$ cat config.mk
export PLATFORM = sky130hd
export DESIGN_NAME = divu32_nonrestoring
export DESIGN_NICKNAME = d
export VERILOG_FILES = /design/src/rtl/divu32_nonrestoring_pkg.sv /design/src/rtl/divu32_nonrestoring_addsub.sv /design/src/rtl/divu32_nonrestoring.sv
export SDC_FILE = /design/constraint.sdc
export NUM_CORES = 1
export LEC_CHECK = 0
export CAP_MARGIN = 20
export CELL_PAD_IN_SITES_DETAIL_PLACEMENT = 0
export CELL_PAD_IN_SITES_GLOBAL_PLACEMENT = 1
export CORE_MARGIN = 4
export CORE_UTILIZATION = 43
export CTS_BUF_LIST = sky130_fd_sc_hd__clkbuf_16
export CTS_CLUSTER_SIZE = 25
export DETAILED_ROUTE_END_ITERATION = 8
export PLACE_DENSITY = 0.83
export REMOVE_ABC_BUFFERS = 1
export SLEW_MARGIN = 25
export SYNTH_ARGS = -nofsm -noshare
export SYNTH_HDL_FRONTEND = slang
export SYNTH_SLANG_ARGS = --single-unit
$ cat constraint.sdc
create_clock -name clk -period 6.45 [get_ports clk]
set_clock_uncertainty 0.2 [all_clocks]
set_input_delay 0.9675 -clock clk [delete_from_list [all_inputs] [get_ports clk]]
set_output_delay 0.9675 -clock clk [all_outputs]
set_load 0.005 [all_outputs]
$ cat src/rtl/divu32_nonrestoring_pkg.sv
// Shared definitions for the non-restoring 32-bit unsigned divider.
// Holds the FSM state encoding, the datapath width, the last iteration
// index and the quotient returned for a zero divisor.
package divu32_nonrestoring_pkg;

  localparam int DIV_W = 32;

  // The count register holds 0..31, so the 32nd iteration runs while
  // count equals this value.
  localparam logic [4:0] ITER_LAST = 5'd31;

  // All-ones quotient reported when the divisor is zero.
  localparam logic [DIV_W-1:0] DBZ_QUOTIENT = 32'hFFFF_FFFF;

  typedef enum logic [1:0] {
    IDLE = 2'd0,
    RUN  = 2'd1,
    FIX  = 2'd2,
    DONE = 2'd3
  } state_t;

endpackage

$ cat src/rtl/divu32_nonrestoring_addsub.sv
// 33-bit add/subtract step for the non-restoring divider, plus the
// 32-bit Brent-Kung adder it is built on.
//
// divu_addsub33 ports:
//   a    in  33  signed partial remainder operand
//   b    in  32  unsigned divisor (zero-extended to 33 bits)
//   sub  in  1   1 = a - b, 0 = a + b
//   sum  out 33  result modulo 2^33
//
// bkadder_32 ports:
//   a, b in  32  addends
//   cin  in  1   carry in
//   sum  out 32  a + b + cin (low 32 bits)
//   cout out 1   carry out of bit 31
module bkadder_32 (
  input  logic [31:0] a,
  input  logic [31:0] b,
  input  logic        cin,
  output logic [31:0] sum,
  output logic        cout
);

  logic [31:0] prop;
  logic [31:0] gen_pre;
  logic [31:0] prop_pre;
  logic [31:0] carry;

  assign prop = a ^ b;

  // Brent-Kung prefix tree. Carry-in is folded into the bit-0 generate so
  // gen_pre[i] ends up as the carry out of bit i. The up-sweep builds
  // prefixes at positions 2^k-1 granularities; the down-sweep fills the
  // remaining positions from the nearest completed prefix below them.
  always_comb begin
    int j;
    gen_pre  = a & b;
    prop_pre = prop;
    gen_pre[0] = (a[0] & b[0]) | (prop[0] & cin);
    j = 0;
    for (int l = 0; l < 5; l++) begin
      for (int i = 0; i < 32; i++) begin
        if (((i + 1) % (2 << l)) == 0) begin
          j = i - (1 << l);
          gen_pre[i]  = gen_pre[i] | (prop_pre[i] & gen_pre[j[4:0]]);
          prop_pre[i] = prop_pre[i] & prop_pre[j[4:0]];
        end
      end
    end
    for (int l = 3; l >= 0; l--) begin
      for (int i = 0; i < 32; i++) begin
        if ((((i + 1) % (2 << l)) == (1 << l)) && (i >= (2 << l))) begin
          j = i - (1 << l);
          gen_pre[i]  = gen_pre[i] | (prop_pre[i] & gen_pre[j[4:0]]);
          prop_pre[i] = prop_pre[i] & prop_pre[j[4:0]];
        end
      end
    end
  end

  assign carry = {gen_pre[30:0], cin};
  assign sum   = prop ^ carry;
  assign cout  = gen_pre[31];

endmodule

module divu_addsub33 (
  input  logic [32:0] a,
  input  logic [31:0] b,
  input  logic        sub,
  output logic [32:0] sum
);

  logic [31:0] b_eff;
  logic        cout;

  // Subtraction as a + ~b + 1: invert the operand and inject carry-in.
  assign b_eff = b ^ {32{sub}};

  bkadder_32 u_bkadder (
    .a   (a[31:0]),
    .b   (b_eff),
    .cin (sub),
    .sum (sum[31:0]),
    .cout(cout)
  );

  // Bit 32 of the zero-extended b is 0, or 1 after inversion, so the
  // sign bit is a[32] ^ sub ^ carry.
  assign sum[32] = a[32] ^ sub ^ cout;

endmodule

$ cat src/rtl/divu32_nonrestoring.sv
// Multi-cycle unsigned 32-bit non-restoring divider, one quotient bit per
// clock, with valid/ready handshakes on operands and results.
//
// Ports:
//   clk          in  1   rising-edge clock
//   rst_n        in  1   asynchronous active-low reset
//   in_valid     in  1   dividend/divisor valid
//   in_ready     out 1   block can accept operands (IDLE only)
//   dividend     in  32  unsigned dividend N
//   divisor      in  32  unsigned divisor D
//   out_valid    out 1   quotient/remainder valid
//   out_ready    in  1   consumer accepts result
//   quotient     out 32  N / D (all ones when D == 0)
//   remainder    out 32  N mod D (N when D == 0)
//   div_by_zero  out 1   result came from D == 0
//   busy         out 1   state is not IDLE
module divu32_nonrestoring
  import divu32_nonrestoring_pkg::*;
(
  input  logic             clk,
  input  logic             rst_n,
  input  logic             in_valid,
  output logic             in_ready,
  input  logic [DIV_W-1:0] dividend,
  input  logic [DIV_W-1:0] divisor,
  output logic             out_valid,
  input  logic             out_ready,
  output logic [DIV_W-1:0] quotient,
  output logic [DIV_W-1:0] remainder,
  output logic             div_by_zero,
  output logic             busy
);

  state_t           state;
  state_t           state_next;
  logic [DIV_W:0]   p_reg;
  logic [DIV_W-1:0] q_reg;
  logic [DIV_W-1:0] d_reg;
  logic [4:0]       count;

  logic [DIV_W:0]   add_a;
  logic             add_sub;
  logic [DIV_W:0]   add_sum;

  // The single adder is shared: in RUN it takes the shifted {P,Q} top
  // bits and subtracts when the old P is non-negative; in FIX it adds
  // the divisor back to a negative remainder.
  always_comb begin
    add_a   = {p_reg[DIV_W-1:0], q_reg[DIV_W-1]};
    add_sub = ~p_reg[DIV_W];
    if (state == FIX) begin
      add_a   = p_reg;
      add_sub = 1'b0;
    end
  end

  divu_addsub33 u_addsub (
    .a  (add_a),
    .b  (d_reg),
    .sub(add_sub),
    .sum(add_sum)
  );

  // State register.
  always_ff @(posedge clk or negedge rst_n) begin
    if (!rst_n) begin
      state <= IDLE;
    end else begin
      state <= state_next;
    end
  end

  // Next-state logic. A zero divisor skips straight to DONE.
  always_comb begin
    state_next = state;
    case (state)
      IDLE: begin
        if (in_valid) begin
          state_next = (divisor == '0) ? DONE : RUN;
        end
      end
      RUN: begin
        if (count == ITER_LAST) begin
          state_next = FIX;
        end
      end
      FIX: begin
        state_next = DONE;
      end
      DONE: begin
        if (out_ready) begin
          state_next = IDLE;
        end
      end
      default: state_next = IDLE;
    endcase
  end

  // Status outputs depend only on the registered state.
  always_comb begin
    in_ready = (state == IDLE);
    busy     = (state != IDLE);
  end

  // Datapath and registered result outputs. Results are captured on the
  // FIX edge (or the acceptance edge for D == 0) so they are stable for
  // the whole DONE interval and survive the return to IDLE.
  always_ff @(posedge clk or negedge rst_n) begin
    if (!rst_n) begin
      p_reg       <= '0;
      q_reg       <= '0;
      d_reg       <= '0;
      count       <= '0;
      quotient    <= '0;
      remainder   <= '0;
      out_valid   <= 1'b0;
      div_by_zero <= 1'b0;
    end else begin
      case (state)
        IDLE: begin
          if (in_valid) begin
            q_reg <= dividend;
            d_reg <= divisor;
            p_reg <= '0;
            count <= '0;
            if (divisor == '0) begin
              quotient    <= DBZ_QUOTIENT;
              remainder   <= dividend;
              div_by_zero <= 1'b1;
              out_valid   <= 1'b1;
            end
          end
        end
        RUN: begin
          p_reg <= add_sum;
          q_reg <= {q_reg[DIV_W-2:0], ~add_sum[DIV_W]};
          count <= count + 5'd1;
        end
        FIX: begin
          if (p_reg[DIV_W]) begin
            p_reg     <= add_sum;
            remainder <= add_sum[DIV_W-1:0];
          end else begin
            remainder <= p_reg[DIV_W-1:0];
          end
          quotient  <= q_reg;
          out_valid <= 1'b1;
        end
        DONE: begin
          if (out_ready) begin
            out_valid   <= 1'b0;
            div_by_zero <= 1'b0;
          end
        end
        default: ;
      endcase
    end
  end

endmodule
==> flow_summary.json <==
{
  "multi_input_area_um2": 4900,
  "grt_max_degree": 78,
  "yosys-top-cells-count": "170 x dfrtp_1, 103 x nand2_1, 78 x o21ai_0",
  "synth_edf_count": 0,
  "clock_path_buffers": 2,
  "crit_fanout": 20,
  "maxCapViolCount": 0,
  "finalHoldViolCount": 0,
  "wl_um": 24200,
  "status": "completed",
  "synth_top_family_by_area": "compound AO/OA/AOI/OAI gates",
  "power_leakage_nw": 5.03,
  "period_needed_ns": 4.96,
  "muxShareOfSynthArea_pct": 14.4,
  "synthFlopType": "dfrtp_1",
  "finalSetupViolCount": 0,
  "reg2reg_from": "state[0]",
  "die_w_um": 157,
  "nNetsFinal": 1157,
  "drtAntennaViolNets": 0,
  "p_per_area_nw_per_um2": 590,
  "worstPathArrival_ns": 5.05,
  "drive_gt1_share_pct": 11.1,
  "syn_inst": 921,
  "antenna_found_initial": 0,
  "timing.fmax_mhz": 202,
  "hp-class": "register to register",
  "cts.clk_slew.worst_paths_ns": 0.07,
  "cts.sinks": 170,
  "hpwlAfterDp_um": 18000,
  "drc_errors": 0,
  "critPathMaxStageDelay_ns": 0.52,
  "syn_avg_cell_area_um2": 10.3,
  "initial_core_util_pct": 43.7,
  "ctsResizeCount": 0,
  "ys.warnings.count": 0,
  "cts_tree": "yes",
  "synth-adder-area-share_pct": 8.25,
  "post-route-period-util_pct": 76.9,
  "place_area_um2": 11100,
  "drtIter0Drc": 515,
  "core_um2": 21800,
  "synth-xor-area-share_pct": 4.61,
  "synth_top_area_share_pct": 44.8,
  "io_pins": 136,
  "seq_area_frac_synth_pct": 44.8,
  "dr.pass1.iters": 5,
  "cp-end-kind": "register",
  "synth-simple-area-share_pct": 8.76,
  "rows": 54,
  "crit_type": "register to register",
  "antennaDiodeCount": 0,
  "gp_congestion": 0.837,
  "crit_required_ns": 6.54,
  "synth_area_um2": 9500,
  "cts_root_buf": "clkbuf_16",
  "startpoint": "state[0]",
  "vias": 7206,
  "grt_pass1_vias": 7104,
  "final_util_pct": 53.8,
  "port_buffers": 135,
  "wire_per_inst_um": 18.2,
  "nFillCells": 1962,
  "min_from": "remainder[13]",
  "syn2layout_area_growth_pct": 23.2,
  "slowest_stage": "nor2_4",
  "die_height_um": 157,
  "htreeDepth": 4,
  "grt_usage_pct": 20.1,
  "cp_common_cell": "a21oi_1",
  "grt_pass1_wl_um": 39400,
  "ys_ff_latch": 170,
  "cts_buffers": 17,
  "ir_drop_v": 0.000240,
  "synth-compound-area-share_pct": 15.2,
  "largest_reg_flops": 33,
  "start_kind": "register",
  "gr-total-overflow": 0,
  "final_area_um2": 11700,
  "postCtsHoldBufs": 0,
  "clkLatencyLatePin_ns": 0.42,
  "final_cells": 1329,
  "seq_area_um2": 4260,
  "cts_setup_buffers": 0,
  "crit_chain": "inv_1, ha_2, nor2_4, buf_4, xor2_1, ha_1, nand4_1, nor4_1, o21ai_0, a21oi_1, a31oi_1, o21bai_1, a21oi_1, fa_1, xnor2_1, mux2i_1, nor2_1, a21oi_1, o21ai_1",
  "maxSlewViolCount": 0,
  "synthArstFlopShare_pct": 100,
  "avgViaCountPerCell": 5.42,
  "worstMarginPinSlew_ns": 0.952,
  "synthTopCellsByArea": "dfrtp_1 45%, mux2_2 7.4%, mux2i_1 7.1%, ha_1 4.9%, o21ai_0 4.1%",
  "die_area_um2": 24500,
  "synth.largest_area_cell": "dfrtp_1",
  "relSlewSlack_pct": 36.4,
  "grt_setup_unrepaired": "false",
  "yosysUniqueCellTypes": 48,
  "yosysMostFrequentCell": "dfrtp_1",
  "placedCellCount": 1297
}
[stage by stage]
stage	TNS (ns)	hold WS, ns	total power, mW	setup slack (ns)
2_1_floorplan	-1.24	0.272	4.50	-0.293
3_3_place_gp	0	0.263	5.78	1.65
3_5_place_dp	0	0.273	5.87	1.52
4_1_cts	0	0.288	6.93	1.47
5_1_grt	0	0.319	7.49	1.14
6_report	0	0.284	6.90	1.49
[placed cells by master, fill, tap and decap left out, types with 32 or more instances in the layout]
cell	netlist	routed
dfrtp_1	170	169
o22a_1	32	32
o21ai_0	78	77
clkdlybuf4s50_1	0	134
nor2_1	49	48
nand2_1	103	103
mux2_2	62	62
xor2_1	32	32
mux2i_1	67	67
inv_1	41	42
ha_1	37	35
a21oi_1	56	56
[power breakdown]
part / internal [mW] / leakage (nW) / switching [mW] / total [mW]
registers: 1.53 / 2.07 / 0.339 / 1.87
logic: 1.78 / 2.67 / 2.21 / 3.99
clock network: 0.579 / 0.286 / 0.459 / 1.04
[worst max-delay path: cells and delay by family (launching register included)]
kind / cells / cell delay [ns]
xor+xnor: 2 / 0.26
fa+ha+maj: 3 / 1.01
simple gates: 4 / 1.17
flops: 1 / 0.42
buf+inv: 2 / 0.45
compound gates: 7 / 1.02
mux: 1 / 0.26
[logic make-up after synthesis]
family / after synthesis
adders and majority gates: 53
AOI/OAI and AO/OA: 231
xor gates and xnor gates: 50
and+or+nand+nor: 194
DFF: 170
muxes: 129
buffers and inverters: 94
[layer usage]
metal	share of wire [%]	track usage, %
met5	0	0
met2	44	29.7
met4	0.83	3.93
met1	50	31.3
met3	4.7	3.32
[cell type report]
cell class | instances | share of cell area, %
clock inverter | 15 | 1.40
tap | 280 | 2.99
multi-input combinational | 657 | 41.9
clock buffer | 17 | 3.64
sequential | 170 | 36.4
inverter | 42 | 1.35
timing repair buffer | 148 | 12.4
[worst paths after layout]
| kind | to | slack, ns | cells after the start |
|---|---|---|---|
| min | remainder[13] | 0.28 | 2 |
| max reg2reg | remainder[23] | 1.49 | 19 |
| min reg2reg | remainder[13] | 0.28 | 2 |
| max in group asynchronous | q_reg[14] | 4.51 | 2 |
| min in group asynchronous | q_reg[28] | 0.35 | 1 |
| max | remainder[23] | 1.49 | 19 |
No activity file was read; power rests on OpenSTA's default activity.
==> edit 1 (config.mk and constraints unchanged) <==
Encoding of `state_t`: now Gray code (2 bits for 4 states).
--- a/src/rtl/divu32_nonrestoring_pkg.sv
+++ b/src/rtl/divu32_nonrestoring_pkg.sv
@@ -13,10 +13,10 @@
   localparam logic [DIV_W-1:0] DBZ_QUOTIENT = 32'hFFFF_FFFF;
 
   typedef enum logic [1:0] {
-    IDLE = 2'd0,
-    RUN  = 2'd1,
-    FIX  = 2'd2,
-    DONE = 2'd3
+    IDLE = 2'b00,
+    RUN  = 2'b01,
+    FIX  = 2'b11,
+    DONE = 2'b10
   } state_t;
 
 endpackage
Behaviour: no difference found for any inputs over 4 cycles, from zero or initial values and one cycle with rst_n low; so few cycles prove little.
==> edit 1 against the original RTL <==
- wire length is 5.0% lower
- final area is 2.0% lower
- synthesized cell count is 5.2% higher
- maximum frequency is 3.0% higher
- area after synthesis is 2.3% lower
- critical path type unchanged
- sequential cell count stayed put
- setup slack better by 0.15 ns
- largest power group unchanged
- power is 11% higher
- critical endpoint is now remainder[31]$_DFFE_PN0P_
- via count is 0.96% lower
==> edit 1: results (changes against the original RTL) <==
Share of layout cells above drive strength 1 - 0.08640 (-0.02418)
Drt wl/cell - 16.86 um (-7.4%)
Vias in the first global route - 7081 (-0.32%)
Initial antenna violation count - 0 (unchanged)
Top Metal Used - met4
Ant diodes - 0 (unchanged)
Sequential cell area fraction in the yosys report - 0.4585 (+0.01057)
Worst-path fanout max - 16 (-20%)
Post_cts resized - 0 (unchanged)
Worst-Skew Late Latency - 0.43 ns
LEAKAGE - 4.961 nW (-1.3%)
Post-Synth XOR/XNOR Area - 0.04720 (+0.001088)
Post-CTS Setup Inserts - 0 (unchanged)
Via-to-Cell Ratio - 5.236 (-3.4%)
EDFF count, synth - 0 (unchanged)
Gr usage total - 0.1959 (-0.005126)
Distinct cell type count after synthesis - 46 (-4.2%)
Root Buffer - clkbuf_16
Status - complete, no violations
Met1 WL - 11820 um (-3.2%)
CTS clk-pin slew, worst paths - 0.07 ns (about the same)
Placed Instance Area - 10860 sq um (-2.3%)
Worst vdd ir - 0.0002604 V (+8.7%)
Final #Nets - 1191 (+2.9%)
Number of synthesized register bits - 170 (unchanged)
Input/output buffers - 135 (unchanged)
Gp weighted congestion - 0.7821 (-6.6%)
Largest net degree at the start of global routing - 89 (+14%)
Dpl hpwl - 16490 um (-8.3%)
Place WS - 1.637 ns (+0.1185 ns)
Synth Area in Compound Gates - 0.1652 (+0.01369)
Post-Synth Adder-Cell Area - 0.07768 (-0.004797)
Met2 wire length - 9800 um (-7.8%)
Crit path DAT - 4.95 ns (-0.10 ns)
First-pass GRT wire length - 38030 um (-3.4%)
Worst-Margin Slew - 1.006 ns (+0.05431 ns)
TritonCTS Buffers - 17 (unchanged)
Metal3 WL - 966 um (-16%)
# fillers - 1908 (-2.8%)
Top cells by area, synth - dfrtp_1, nand2_1, mux2i_1
Number of DRC markers in iteration 0 - 395 (-23%)
Synth async-reset ratio - 1.000 (unchanged)
Max reg flops - 33 (unchanged)
Clk buf depth - 2 (unchanged)
Worst hold-check path type - reg -> reg
CTS H-tree depth - 4 (unchanged)
Synth top cells by count - nand2_1, dfrtp_1, o21ai_0
Warnings from Yosys - 0 (unchanged)
Post-synthesis mux area share - 0.08523 (-0.05890)
Drt pass-1 iters - 4 (-1)
Synth Flop Type - dfrtp_1
edit 1: cell count changes after synthesis, moves of 14 or more:
cell and delta:
mux2i_1 -24, a211oi_1 +14, mux2_2 -30, nand2_1 +85, buf_2 +14
edit 1: path summary, 6_finish.rpt:
| path | slack (ns) | cells after the start | startpoint | to |
|---|---|---|---|---|
| max | 1.64 | 17 | state[0]$_DFFE_PN0P_ | remainder[31]$_DFFE_PN0P_ |
| min | 0.28 | 2 | remainder[9]$_DFFE_PN0P_ | remainder[9]$_DFFE_PN0P_ |
| max reg2reg | 1.64 | 17 | state[0]$_DFFE_PN0P_ | remainder[31]$_DFFE_PN0P_ |
| min reg2reg | 0.28 | 2 | remainder[9]$_DFFE_PN0P_ | remainder[9]$_DFFE_PN0P_ |
| max in group asynchronous | 4.40 | 2 | rst_n | p_reg[15]$_DFFE_PN0P_ |
| min in group asynchronous | 0.31 | 1 | rst_n | p_reg[13]$_DFFE_PN0P_ |
edit 1: power breakdown:
part / total, mW / switching, mW / internal [mW]
clock network: 1.03 / 0.478 / 0.554
registers: 2.02 / 0.409 / 1.61
logic: 4.61 / 2.53 / 2.08
total: 7.66 / 3.42 / 4.25
edit 1: per-stage QoR:
step / instances / hold WS, ns
2_1_floorplan: 909 / 0.2637
3_3_place_gp: 1330 / 0.2635
3_5_place_dp: 1331 / 0.2707
4_1_cts: 1363 / 0.2866
5_1_grt: 1363 / 0.3096
6_report: 1363 / 0.2845
edit 1: final cells by class:
class / instances / area (sq um) / area share
Clock inverter: 15 / 178.9 / 0.01561
Multi-Input combinational cell: 697 / 4647 / 0.4054
Clock buffer: 17 / 425.4 / 0.03711
Sequential cell: 170 / 4254 / 0.3711
Inverter: 42 / 157.7 / 0.01375
Tap cell: 275 / 344.1 / 0.03002
Timing Repair Buffer: 147 / 1455 / 0.1270
edit 1: cells by family (layout without fill, tap and decap cells):
| kind of cell | Yosys count | after routing |
|---|---|---|
| simple gates | 279 | 279 |
| compound gates | 245 | 245 |
| flops | 170 | 170 |
| buf+inv | 102 | 221 |
| mux | 75 | 75 |
| xor+xnor | 50 | 50 |
| fa+ha+maj | 48 | 48 |
edit 1: critical path, cell delays in order (launching register included):
cell and delay (ns):
dfrtp_1 0.52, and2_1 0.34, nor2_4 0.46, xnor2_1 0.17
fa_1 0.46, nand2b_1 0.18, a21oi_1 0.24, o211ai_2 0.15
a21oi_2 0.24, a21boi_1 0.16, o21ba_2 0.26, o21ba_1 0.21
fa_1 0.43, xnor2_1 0.24, mux2i_1 0.11, nor2_1 0.11
a21oi_1 0.05, o21ai_0 0.19
edit 1: per-layer routing:
metal / track usage / up-vias
li1: - / 3538
met1: 0.3064 / 3398
met2: 0.2829 / 172
met3: 0.02837 / 29
met4: 0.05551 / 0
met5: 0 / -
==> edit 2 (same flow settings) <==
Made on the original files. Make the reset (`rst_n`) synchronous in 2 clocked blocks. Comments in the files are not updated.
--- a/src/rtl/divu32_nonrestoring.sv
+++ b/src/rtl/divu32_nonrestoring.sv
@@ -62,7 +62,7 @@
   );
 
   // State register.
-  always_ff @(posedge clk or negedge rst_n) begin
+  always_ff @(posedge clk) begin
     if (!rst_n) begin
       state <= IDLE;
     end else begin
@@ -105,7 +105,7 @@
   // Datapath and registered result outputs. Results are captured on the
   // FIX edge (or the acceptance edge for D == 0) so they are stable for
   // the whole DONE interval and survive the return to IDLE.
-  always_ff @(posedge clk or negedge rst_n) begin
+  always_ff @(posedge clk) begin
     if (!rst_n) begin
       p_reg       <= '0;
       q_reg       <= '0;
Behaviour: differs if rst_n is asserted again (counterexample within 4 cycles, from zero or initial values and one cycle with rst_n low); with rst_n held inactive, the same outputs for 4 cycles.
==> edit 2 against the original RTL <==
- setup slack got worse by 0.21 ns
- power is 9.4% lower
- critical path type unchanged
- highest routed layer unchanged
- final area fell by 3.5%
- wire length rose by 0.72%
- sequential cell count stayed put
- area after synthesis down 3.6%
- non-clock buffer count up 1
==> edit 2: results (changes against the original RTL) <==
Status - complete, no violations
Post_cts resized - 0 (unchanged)
# fillers - 2029 (+3.4%)
Number of DRC markers in iteration 0 - 474 (-8.0%)
Warnings from Yosys - 0 (unchanged)
CTS H-tree depth - 4 (unchanged)
Ant diodes - 0 (unchanged)
Worst hold-check path type - reg -> reg
Dpl hpwl - 16470 um (-8.4%)
Hold Path Cell Cnt - 2 (unchanged)
Worst vdd ir - 0.0002743 V (+15%)
Fmax - 193.4 MHz (-4.1%)
Min-Delay Endpoint - remainder[21]$_SDFFE_PN0P_
Drt wl/cell - 16.86 um (-7.4%)
Distinct cell type count after synthesis - 52 (+8.3%)
Vias in the first global route - 7726 (+8.8%)
Switching Fraction - 0.4260 (-0.01061)
Synth top cells by count - dfxtp_1, nor2_1, nand2_1
Input/output buffers - 135 (unchanged)
Gr usage total - 0.2069 (+0.005934)
Largest net degree at the start of global routing - 71 (-9.0%)
Gp weighted congestion - 0.8550 (+2.1%)
First-pass GRT wire length - 40220 um (+2.2%)
Root Buffer - clkbuf_16
Sequential cell area fraction in the yosys report - 0.3716 (-0.07637)
Clk buf depth - 2 (unchanged)
Reg2reg end - remainder[31]$_SDFFE_PN0P_
Share of layout cells above drive strength 1 - 0.09060 (-0.01998)
Crit path capture - remainder[31]$_SDFFE_PN0P_
TritonCTS Buffers - 17 (unchanged)
Initial antenna violation count - 0 (unchanged)
CTS Hold Bufs - 0 (unchanged)
Synth async-reset ratio - 0 (-1.000)
Worst-path fanout max - 44 (+120%)
Crit path DAT - 5.25 ns (+0.20 ns)
Worst setup startpoint - state[0]$_SDFFE_PN0P_
Place WS - 1.263 ns (-0.2560 ns)
Post-CTS Setup Inserts - 0 (unchanged)
Final #Nets - 1278 (+10%)
Placed Instance Area - 10690 sq um (-3.8%)
Worst-case reg-to-reg path depth - 18 (-1)
Worst-Margin Slew - 1.016 ns (+0.06389 ns)
HP Start - remainder[21]$_SDFFE_PN0P_
Drt pass-1 iters - 5 (unchanged)
Max reg flops - 33 (unchanged)
LEAKAGE - 4.290 nW (-15%)
CTS clk-pin slew, worst paths - 0.07 ns (about the same)
Worst-Skew Late Latency - 0.43 ns
Via-to-Cell Ratio - 5.385 (-0.69%)
Top cells by area, synth - dfxtp_1, mux2i_1, nor2_1
-- edit 2: cell types whose count changed in the layout (fill, tap and decap cells not counted), moves of 16 or more --
cell | before | now
a211oi_2 | 0 | 16
o22a_1 | 32 | 0
o22ai_1 | 0 | 32
mux2_2 | 62 | 30
dfxtp_1 | 0 | 169
a211oi_1 | 3 | 36
a22oi_1 | 1 | 17
o21ai_0 | 77 | 8
o21ai_1 | 18 | 2
dfrtp_1 | 169 | 0
a22o_1 | 18 | 0
nor2_1 | 48 | 156
a21oi_1 | 56 | 99
-- edit 2: worst max-delay path: stages, from the launching register on --
cell      delay (ns)
dfxtp_1         0.36
inv_1           0.14
ha_4            0.58
buf_4           0.58
mux2_2          0.40
ha_1            0.34
nand4_1         0.12
nor4_1          0.27
o21ai_1         0.14
a31oi_2         0.29
and2b_1         0.26
o21bai_1        0.20
a31oi_1         0.14
fa_1            0.45
xnor2_1         0.15
mux2i_1         0.14
nand2_1         0.07
o211ai_1        0.10
a21oi_1         0.08
-- edit 2: cell families after synthesis --
| group | share of synthesized area |
|---|---|
| AO/OA/AOI/OAI | 0.1902 |
| XOR/XNOR | 0.04686 |
| adder cells (fa/ha/maj) | 0.08552 |
| buffers and inverters | 0.05492 |
| flip-flops | 0.3716 |
| multiplexers | 0.1090 |
| AND/OR/NAND/NOR | 0.1419 |
-- edit 2: power groups by stage --
stage | clock network [mW] | logic [mW] | registers [mW]
2_1_floorplan | 0 | 2.43 | 1.63
3_3_place_gp | 0 | 3.49 | 1.66
3_5_place_dp | 0 | 3.55 | 1.67
4_1_cts | 1.09 | 3.57 | 1.64
5_1_grt | 1.12 | 3.97 | 1.69
6_report | 1.07 | 3.54 | 1.64
-- edit 2: cell type report --
| class | count | share of cell area |
|---|---|---|
| clock buffers | 17 | 0.03768 |
| inverters | 43 | 0.01452 |
| flip-flops and latches | 170 | 0.3016 |
| repair buffers | 149 | 0.1301 |
| well taps | 275 | 0.03048 |
| clock inverters | 15 | 0.01552 |
| multi-input cells | 776 | 0.4701 |
-- edit 2: metrics by stage --
step / setup TNS [ns] / instances / hold slack (ns) / utilization
after detailed placement: 0 / 1413 / 0.2547 / 0.5101
after global routing: 0 / 1445 / 0.2890 / 0.5388
after floorplan: -28.53 / 989 / 0.2481 / -
after CTS: 0 / 1445 / 0.2635 / 0.5388
final: 0 / 1445 / 0.2569 / 0.5388
after global placement: 0 / 1413 / 0.2409 / 0.5101
-- edit 2: metal layers --
metal	global-route usage	vias to the layer above	part of all wire
met3	0.03237	25	0.045
met2	0.3396	168	0.47
met1	0.2809	3697	0.47
met4	0.06350	0	0.017
li1	-	3891	-
met5	0	-	0
